--- src/rtl/ifu_fetch.sv ---
// Instruction fetch unit: holds PC/IR, computes next PC, and fetches over a
// req/ack memory port with wait states, a timeout and a sticky error flag.
module ifu_fetch #(
  parameter logic [31:0] PC_RESET = 32'h0000_3000,
  parameter int          TIMEOUT  = 15
) (
  input  logic        clk,
  input  logic        rst,
  input  logic        PCWr,
  input  logic        IRWr,
  input  logic [1:0]  NPCOp,
  input  logic [31:0] RD1,
  input  logic [31:0] imem_rdata,
  input  logic        imem_ack,
  output logic        imem_req,
  output logic [31:0] imem_addr,
  output logic [31:0] PC,
  output logic [31:0] IR,
  output logic        busy,
  output logic        err
);

  typedef enum logic {IDLE, WAIT} state_t;

  localparam logic [1:0] PC_4   = 2'd0;
  localparam logic [1:0] PC_BEQ = 2'd1;
  localparam logic [1:0] PC_JAL = 2'd2;
  localparam logic [1:0] PC_JR  = 2'd3;

  localparam logic [7:0] WCNT_LAST = 8'(TIMEOUT - 1);

  state_t      state;
  logic        pend;
  logic [7:0]  wcnt;
  logic [31:0] npc;

  always_comb begin
    npc = PC + 32'd4;
    case (NPCOp)
      PC_4:    npc = PC + 32'd4;
      PC_BEQ:  npc = PC + {{14{IR[15]}}, IR[15:0], 2'b00};
      PC_JAL:  npc = {PC[31:28], IR[25:0], 2'b00};
      PC_JR:   npc = RD1;
      default: npc = PC + 32'd4;
    endcase
  end

  always_ff @(posedge clk or posedge rst) begin
    if (rst) begin
      state     <= IDLE;
      PC        <= PC_RESET;
      IR        <= 32'h0;
      imem_req  <= 1'b0;
      imem_addr <= PC_RESET;
      busy      <= 1'b0;
      err       <= 1'b0;
      pend      <= 1'b0;
      wcnt      <= 8'd0;
    end else begin
      case (state)
        IDLE: begin
          if (IRWr) begin
            imem_addr <= PC;
            pend      <= PCWr;
            wcnt      <= 8'd0;
            imem_req  <= 1'b1;
            busy      <= 1'b1;
            state     <= WAIT;
          end else if (PCWr) begin
            PC <= npc;
          end
        end
        WAIT: begin
          // Controller must hold off while busy; stray requests are flagged and dropped.
          if (PCWr || IRWr) err <= 1'b1;
          if (imem_ack || wcnt == WCNT_LAST) begin
            if (imem_ack) begin
              IR <= imem_rdata;
            end else begin
              IR  <= 32'h0;
              err <= 1'b1;
            end
            if (pend) PC <= imem_addr + 32'd4;
            pend     <= 1'b0;
            imem_req <= 1'b0;
            busy     <= 1'b0;
            state    <= IDLE;
          end else begin
            wcnt <= wcnt + 8'd1;
          end
        end
        default: state <= IDLE;
      endcase
    end
  end

endmodule

--- config.mk ---
export PLATFORM = sky130hd
export DESIGN_NAME = ifu_fetch
export DESIGN_NICKNAME = d
export VERILOG_FILES = /design/src/rtl/ifu_fetch.sv
export SDC_FILE = /design/constraint.sdc
export NUM_CORES = 1
export LEC_CHECK = 0
export CAP_MARGIN = 20
export CORE_UTILIZATION = 30
export CTS_CLUSTER_SIZE = 8
export DETAILED_ROUTE_END_ITERATION = 16
export GPL_ROUTABILITY_DRIVEN = 0
export PLACE_DENSITY = 0.59
export SLEW_MARGIN = 20
export SYNTH_ARGS = -nofsm -noshare
export SYNTH_HDL_FRONTEND = slang
export SYNTH_SLANG_ARGS = --single-unit
--- constraint.sdc ---
create_clock -name clk -period 6.75 [get_ports clk]
set_input_delay 0.675 -clock clk [delete_from_list [all_inputs] [get_ports clk]]
set_output_delay 0.675 -clock clk [all_outputs]
set_load 0.03 [all_outputs]
* After elaboration in Yosys (flattened, before gate mapping)
Cells that the tools add are included.
Word-level totals: register bits after elaboration 108, output and inout bits 99, logic and storage cells 55
Cells by class: $add $sub $neg 4, equal/unequal tests 11, multiplexer cells 21, bitwise gates (word level) 1, reductions and logical operators 9
Operators with widths (number):
- 2-to-1 mux 32 bit | 5
- one-hot mux 32 bit (4 select lines) | 1
- adder 32 x 3 -> 32 bit (second input constant) | 2
- one-hot mux 32 bit (2 select lines) | 1
- adder 32 bit | 1
- 2-to-1 mux 8 bit | 2
- one-hot mux 8 bit (2 select lines) | 1
- != test 2 bit (second input constant) | 5
- adder 8 x 1 -> 8 bit (second input constant) | 1
- equality test 8 x 4 -> 1 bit (second input constant) | 1
- 2-to-1 mux 1 bit | 8
- AND reduction 2 bit | 4
- one-hot mux 1 bit (2 select lines) | 3
- AND reduction 5 bit | 1
- equality test 2 bit (second input constant) | 2
- != test 2 x 1 -> 1 bit (second input constant) | 2
- AND reduction 4 bit | 1
- equality test 2 x 1 -> 1 bit (second input constant) | 1
- zero test 2 bit | 1
- logical OR 1 bit | 2
- NOT 1 bit | 1

* Logic depth before layout (Yosys ltp)
Gate-level depths: netlist (run 1).
depth after elaboration 5, gate-level depth with buffers 16, depth with buffers taken out 13

* Worst setup path after synthesis (run 1)
Ideal clock, no wire load.
path type input to register, from input NPCOp[1], to register PC[20], setup time 0.121 ns, arrival 4.062 ns, data required time 6.629 ns, setup slack 2.567 ns, stages 15, cell sequence clkbuf_1 clkbuf_1 clkbuf_1 or3_1 ha_1 fa_1 a211oi_2 o211ai_1 a32o_1 a311o_1 a21oi_2 a21oi_1 xnor2_1 a21o_1 a22o_1
Between the ends: word-level cells in the longest chain between the ends 5, elaborated cells on any way between the ends 8
RTL lines:
- start, declared | line 11 | input logic [1:0] NPCOp,
- equality test 2 bit, or another cell as far along | line 39 | case (NPCOp)
- one-hot mux 32 bit (4 select lines) (*) | line 39
- 2-to-1 mux 32 bit (*) | line 69 | end else if (PCWr) begin
- 2-to-1 mux 32 bit (*) | line 62 | if (IRWr) begin
- one-hot mux 32 bit (2 select lines) (*) | line 60 | case (state)
- end signal, assigned | line 70 | PC <= npc;
- end signal, assigned | line 83 | if (pend) PC <= imem_addr + 32'd4;
- end, declared | line 17 | output logic [31:0] PC,
Every way passes the cells marked *; elsewhere a longest branch is shown, timed or not. The select of a mux whose other input is x is not followed. A chain may end at the register's enable or synchronous reset.

* Worst setup path after layout (run 1)
from input NPCOp[0], to register PC[20]
The elaborated chain is that of the path after synthesis.

==> results of run 1 <==
==> stage by stage <==
step                      instance area, um2  worst slack (ns)  cells
final                                   9255             2.299   1232
after global routing                    9255             2.122   1232
after CTS                               9255             2.311   1232
after detailed placement                8991             1.951   1216
after global placement                  8991             2.107   1216
after floorplan                         7061             2.567    781
==> layout make-up <==
type                            instances  area, um2  share of cell area
Multi-Input combinational cell        608       4109              0.4440
Sequential cell                       108       2709              0.2927
Timing Repair Buffer                  177       1742              0.1882
Tap cell                              313      391.6             0.04231
Clock buffer                           14      254.0             0.02744
Inverter                               10      40.04            0.004326
Clock inverter                          2      10.01            0.001082
==> power groups by stage <==
stage	combinational (W)	clock [W]	sequential, W
2_1_floorplan	0.000810	0	0.00155
3_3_place_gp	0.00185	0	0.00126
3_5_place_dp	0.00187	0	0.00126
4_1_cts	0.00188	0.000521	0.00125
5_1_grt	0.00202	0.000544	0.00131
6_report	0.00186	0.000507	0.00125
==> routing by layer <==
metal,vias up,wire [um],global-route usage
met5,-,0,0
met1,3058,10660,0.2693
li1,3112,-,-
met3,23,1440,0.04039
met2,216,10400,0.3062
met4,0,405,0.06303
==> state kept, by name, summed over array words and instances (netlist names) <==
signal	count
IR	32
PC	32
imem_addr	32
wcnt	8
busy	1
err	1
pend	1
state	1
==> Yosys cell counts, types with 4 or more instances <==
master	instances
a22o_1	36
xor2_1	19
and4_1	4
o31ai_1	8
a21o_1	9
o21ai_1	4
dfstp_2	4
o21a_1	5
and2_1	17
or3_1	4
inv_1	10
or2_2	6
o2bb2ai_1	5
dfrtp_1	104
nor3_1	11
o211ai_1	5
xnor2_1	24
nand2_1	70
mux2_2	38
nor2_1	66
a31oi_1	5
a21oi_1	55
nor2b_1	4
nand2b_1	5
nand4_1	10
o21ai_0	51
o2111ai_1	4
clkbuf_1	41
buf_1	9
ha_1	18
nand3_1	24
and3_1	16
mux2i_1	28
a211oi_1	12
==> path summary, 6_finish.rpt <==
check	endpoint	slack, ns	from	cells past startpoint
worst min-delay path	wcnt[7]	0.47	wcnt[7]	1
worst min register to register	wcnt[7]	0.47	wcnt[7]	1
min in group asynchronous	IR[28]	0.71	rst	2
worst max register to register	PC[20]	3.04	IR[0]	12
worst max-delay path	PC[20]	2.30	NPCOp[0]	15
max in group asynchronous	state	4.69	rst	3
==> cells by family (layout without fill, tap and decap cells) <==
family,Yosys count,in the layout,synth area share
and+or+nand+nor,259,259,0.1809
muxes,67,67,0.1019
buffers and inverters,65,203,0.03704
DFF,108,108,0.3835
xor gates and xnor gates,43,43,0.05334
AOI/OAI and AO/OA,220,220,0.2086
adders and majority gates,19,19,0.03473
==> worst max-delay path, cell delays in order <==
cell and delay [ns]:
buf_2 0.08, buf_4 0.42, inv_1 0.24, nor2_1 0.65, and2_1 0.22, ha_1 0.29
a211oi_2 0.25, o211ai_1 0.19, a32o_1 0.34, a311o_1 0.38, a21oi_2 0.20, a21oi_1 0.16
xnor2_1 0.17, a21o_1 0.20, a22o_1 0.17
==> results.cfg, run 1 <==
[timing]
timing.fmax_mhz = 224.7
period_share = 0.6595
hold_viol = 0
min_period_ns = 4.451
grt_setup_unrepaired = false
skew_ns = 0.007142
maxSlewViolCount = 0
slew_headroom = 0.3942
tightest_slew_ns = 0.9087
fin_setup_tns_ns = 0
setup_viol = 0
hold_slack_ns = 0.4656

[setup_path]
start_kind = primary input
end_kind = flip-flop
critPathArrivalTime_ns = 4.70
cp_max_fo = 35
setup.worst_path.class = primary input to flip-flop
cp_data_required_time_ns = 6.99

[floorplanning]
core-area_um2 = 22850
die_y_um = 155.4
start_util = 0.3090
dieWidth_um = 155.4
num_rows = 55
dieArea_um2 = 24150
pin_count = 170

[yosys]
synth_area_um2 = 7061
avgSynthCellArea_um2 = 9.040
yosys.area.top_type = dfrtp_1
yosysSeqAreaShare = 0.3835
synth.distinct_cells = 69
yosys_warnings = 0
syn_nets = 871
synthArstFlopShare = 1.000
synth_top_area_share = 0.3686
synth-edff-count = 0
synth-seq-cells = 108
netlist_instances = 781
yosys-top-cells-area = dfrtp_1 37%, mux2_2 6.1%, a22o_1 4.5%, mux2i_1 4.0%, a21oi_1 3.9%
synth_ff_type = dfrtp_1

[clock_network]
cts_resized = 0
clkTransAtPathRegs_ns = 0.07
cts_tree = yes
cts_max_level = 3
cts_inserted_buffers = 9
cts_hold_buf = 0
ctsLongestPathBuffers = 2
root_buffer = clkbuf_16
cts.sinks = 108
insertion_delay_ns = 0.36
cts_setup_buffers = 0

[routing]
ant_nets = 0
drc = 0
vias = 6409
dr.pass1.iters = 5
first_iter_violations = 445
routed_wl_um = 22910
via_per_inst = 5.202
wl_per_cell_um = 18.59

[power_and_ir_drop]
cellPowerDensity_nw_per_um2 = 391.7
irDropWorstVdd_v = 0.0001504
p_int_w = 0.001967
p_sw_w = 0.001658
power_frac_clock = 0.140
netSwitchingFraction = 0.4574
power_frac_seq = 0.346
pwr-share-comb = 0.514
total_power_w = 0.003625
p_leak_nw = 3.731

[run_status]
outcome = complete, no violations

[finish]
nets = 1004
final_common_cell = clkdlybuf4s50_1
layout_common_cells = 167 x clkdlybuf4s50_1, 103 x dfrtp_1, 70 x nand2_1
layout-drive-gt1-share = 0.09358
area_delta_synth_final_pct = 31.08
fill_cells = 2326
diodes = 0
finish.utilization = 0.4051

[job]
maxCapViolations = 0

[min_path]
hold_path.class = flip-flop to flip-flop

[global_route]
grt_max_degree = 68
grt_pass1_wl_um = 36490
antenna_found_initial = 0
track_usage = 0.1958
grt_pass1_vias = 6258
global_route.overflow_total = 0

[placement]
dp_hpwl_um = 16950
numPortBuffers = 169
(Power assumes the default switching activity.)
==> inputs of run 2 (changes only) <==
clock period = 4.6 ns   (was 6.75 ns; I/O delays follow)
==> results.cfg, run 2 (synthesis gave the netlist of run 1 again) <==
[power_and_ir_drop]
power_frac_clock = 0.170
pwr-share-comb = 0.496
cellPowerDensity_nw_per_um2 = 590.3
p_int_w = 0.003072
irDropWorstVdd_v = 0.0002367
p_leak_nw = 3.792
total_power_w = 0.005535
p_sw_w = 0.002463
power_frac_seq = 0.334
netSwitchingFraction = 0.4450

[timing]
timing.fmax_mhz = 265.5
setup_viol = 0
maxSlewViolCount = 0
tightest_slew_ns = 0.9031
period_share = 0.8188
hold_viol = 0
grt_setup_unrepaired = false
fin_setup_tns_ns = 0
min_period_ns = 3.766
slew_headroom = 0.3966
skew_ns = 0.007676

[setup_path]
cpPeakStageDelay_ns = 0.45
setup.worst_path.class = flip-flop to flip-flop
worstSetupStartpoint = IR[0]
rr_startpoint = IR[0]
critPathArrivalTime_ns = 4.02
crit_path_end = PC[20]
r2r_cells = 12
cp_max_fo = 4
r2r_setup_slack_ns = 0.83
end_kind = flip-flop
crit_chain = or3_1 > ha_1 > fa_1 > a211oi_2 > o211ai_1 > a32o_1 > a311o_1 > a21oi_2 > a21oi_1 > xnor2_1 > a21o_1 > a22o_1
timing.rr.end = PC[20]
cp_slowest_cell = dfrtp_1
start_kind = flip-flop
cp_data_required_time_ns = 4.85

[placement]
dp_hpwl_um = 17050
numPortBuffers = 169

[routing]
met1_length_um = 10700
ant_nets = 0
wl_per_cell_um = 18.66
dr.pass1.iters = 4
route.met2.wl_um = 10550
drc = 0
vias = 6434
met3_length_um = 1368
first_iter_violations = 360
via_per_inst = 5.210
routed_wl_um = 23050
highest_layer = met4

[clock_network]
root_buffer = clkbuf_16
insertion_delay_ns = 0.37
cts.sinks = 108
clkTransAtPathRegs_ns = 0.07
cts_setup_buffers = 0
cts_resized = 0
cts_hold_buf = 0
cts_max_level = 3
cts_tree = yes
ctsLongestPathBuffers = 2
cts_inserted_buffers = 9

[global_route]
antenna_found_initial = 0
grt_max_degree = 65
grt_pass1_vias = 6325
track_usage = 0.1960
global_route.overflow_total = 0
grt_pass1_wl_um = 36380

[finish]
nets = 1007
final_common_cell = clkdlybuf4s50_1
fill_cells = 2311
diodes = 0
reg.largest.list = IR (32), PC (32), imem_addr (32)
area_delta_synth_final_pct = 32.82
layout-drive-gt1-share = 0.1009
layout_common_cells = 167 x clkdlybuf4s50_1, 103 x dfrtp_1, 70 x nand2_1

[run_status]
outcome = complete, no violations

[floorplanning]
num_rows = 55
dieWidth_um = 155.4
start_util = 0.3090
pin_count = 170
die_y_um = 155.4
core-area_um2 = 22850
dieArea_um2 = 24150

[job]
maxCapViolations = 0

[min_path]
hold_path.class = primary input to async pin
[run 2: cell count changes in the layout (fill, tap and decap cells not counted), sizes merged]
cell	previous run	this run
buf	10	13
bufinv	0	3
clkbuf	14	11
clkinv	2	0
clkinvlp	0	1
inv	10	11
[run 2: cell type report]
type / count / area, um2 / area share
sequential: 108 / 2709 / 0.2889
clock buffer: 11 / 252.7 / 0.02695
timing repair buffer: 180 / 1764 / 0.1881
inverter: 10 / 40.04 / 0.004270
multi-input combinational: 608 / 4114 / 0.4387
clock inverter: 5 / 106.4 / 0.01134
tap: 313 / 391.6 / 0.04176
[run 2: stage by stage]
step	setup slack [ns]	utilization	cell area (um2)	hold WS (ns)	std cells
after floorplan	0.6323	-	7061	0.4361	781
after global placement	0.6947	0.3945	9014	0.4445	1219
after detailed placement	0.6032	0.3945	9014	0.4493	1219
after CTS	0.8334	0.4102	9373	0.4184	1235
after global routing	0.6893	0.4105	9378	0.4372	1235
final	0.8336	0.4105	9378	0.4120	1235
[run 2: power by group through the flow]
stage,Combinational [W],Sequential [W],Clock [W]
floorplan,0.00119,0.00227,0
global placement,0.00272,0.00186,0
detailed placement,0.00274,0.00186,0
CTS,0.00275,0.00185,0.000961
global route,0.00297,0.00192,0.000997
finish,0.00275,0.00185,0.000942
[run 2: worst min-delay path by stage]
stage,startpoint,to
2_1_floorplan,wcnt[7],wcnt[7]
3_3_place_gp,err,err
3_5_place_dp,err,err
4_1_cts,rst,wcnt[2]
5_1_grt,rst,IR[30]
6_report,rst,IR[30]
[run 2: critical path: cells and delay by family (launching register included)]
family / cells / cell delay [ns]
and+or+nand+nor: 1 / 0.40
xor gates and xnor gates: 1 / 0.18
DFF: 1 / 0.45
AOI/OAI and AO/OA: 8 / 1.94
adders and majority gates: 2 / 0.67
[run 2: routing by layer]
layer,GRT usage,up-vias
met4,0.05836,0
met3,0.04067,23
met2,0.3143,197
met5,0,-
li1,-,3111
met1,0.2646,3103
==> inputs of run 3 (changes only) <==
clock period = 3.8 ns   (was 4.6 ns; I/O delays follow)
==> results.cfg, run 3 (synthesis gave the netlist of run 1 again) <==
[global_route]
antenna_found_initial = 0
track_usage = 0.1944
grt_max_degree = 56
global_route.overflow_total = 0
grt_pass1_wl_um = 36200
grt_pass1_vias = 6246

[setup_path]
end_kind = flip-flop
cp_data_required_time_ns = 4.06
timing.rr.end = PC[20]
start_kind = flip-flop
r2r_setup_slack_ns = 0.20
worstSetupStartpoint = IR[0]
crit_path_end = PC[20]
cp_slowest_cell = dfrtp_1
cp.depth = 12
r2r_cells = 12
cp_max_fo = 4
cp_top_family = compound AO/OA/AOI/OAI gates
crit_chain = or3_1 > ha_1 > fa_2 > a211oi_2 > o211ai_1 > a32o_1 > a311o_1 > a21oi_2 > a21oi_1 > xnor2_1 > a21o_1 > a22o_1
crit_buf_inv = 0
setup.worst_path.class = flip-flop to flip-flop
rr_startpoint = IR[0]
cpPeakStageDelay_ns = 0.43
critPathArrivalTime_ns = 3.85

[clock_network]
cts_inserted_buffers = 9
cts_hold_buf = 0
ctsLongestPathBuffers = 2
root_buffer = clkbuf_16
cts.sinks = 108
cts_tree = yes
insertion_delay_ns = 0.37
cts_setup_buffers = 0
clkTransAtPathRegs_ns = 0.08
cts_resized = 0
cts_max_level = 3

[floorplanning]
core-area_um2 = 22850
pin_count = 170
die_y_um = 155.4
num_rows = 55
dieArea_um2 = 24150
start_util = 0.3090
dieWidth_um = 155.4

[routing]
via_per_inst = 5.222
wl_per_cell_um = 18.59
first_iter_violations = 569
drc = 0
vias = 6496
dr.pass1.iters = 5
routed_wl_um = 23130
ant_nets = 0

[finish]
layout_common_cells = 167 x clkdlybuf4s50_1, 103 x dfrtp_1, 70 x nand2_1
nets = 1016
area_delta_synth_final_pct = 32.59
reg.largest.list = IR (32), PC (32), imem_addr (32)
diodes = 0
finish.utilization = 0.4097
final_common_cell = clkdlybuf4s50_1
layout-drive-gt1-share = 0.1106
instances_no_fill = 1244

[power_and_ir_drop]
p_leak_nw = 3.786
cellPowerDensity_nw_per_um2 = 695.9
p_sw_w = 0.003009
power_frac_seq = 0.342
power_frac_clock = 0.145
p_int_w = 0.003505
irDropWorstVdd_v = 0.0002549
netSwitchingFraction = 0.4620
total_power_w = 0.006514
pwr-share-comb = 0.513

[timing]
grt_setup_unrepaired = false
maxSlewViolCount = 0
fin_ws_ns = 0.2049
tightest_slew_ns = 0.7651
hold_viol = 0
timing.fmax_mhz = 278.2
min_period_ns = 3.595
slew_headroom = 0.4880
period_share = 0.9461
setup_viol = 0
skew_ns = 0.01377
fin_setup_tns_ns = 0

[placement]
numPortBuffers = 169
pre_cts_ws_ns = 0.05739
dp_hpwl_um = 17340
dp_cells = 1228

[min_path]
hold_path.class = primary input to async pin

[run_status]
outcome = complete, no violations

[job]
maxCapViolations = 0
## run 3: worst min path at each step
stage | cells after the start | slack (ns) | to
CTS | 2 | 0.43 | IR[26]
global placement | 1 | 0.45 | wcnt[7]
detailed placement | 1 | 0.45 | err
global route | 2 | 0.46 | IR[24]
floorplan | 1 | 0.44 | wcnt[7]
finish | 2 | 0.41 | IR[22]
## run 3: through the flow
stage	cell area [um2]	hold WS (ns)
floorplan	7068	0.4361
global placement	9076	0.4497
detailed placement	9076	0.4549
CTS	9361	0.4255
global route	9361	0.4584
finish	9361	0.4059
## run 3: power groups by stage
stage / clock network, W / registers, W / logic (W)
after global routing: 0.00100 / 0.00231 / 0.00358
after detailed placement: 0 / 0.00224 / 0.00334
final: 0.000944 / 0.00223 / 0.00334
after floorplan: 0 / 0.00275 / 0.00144
after global placement: 0 / 0.00224 / 0.00333
after CTS: 0.000958 / 0.00223 / 0.00336
## run 3: per-layer routing
layer,GRT usage,up-vias,part of all wire
li1,-,3137,-
met1,0.2704,3147,0.48
met2,0.3051,189,0.45
met3,0.04067,23,0.056
met4,0.05042,0,0.016
met5,0,-,0
## run 3: area by class of cell
class | count | area (um2)
Clock inverter | 7 | 60.06
Multi-Input combinational cell | 608 | 4104
Fill cell | 2341 | 13490
Sequential cell | 108 | 2709
Tap cell | 313 | 391.6
Timing Repair Buffer | 189 | 1832
Inverter | 10 | 40.04
Clock buffer | 9 | 225.2
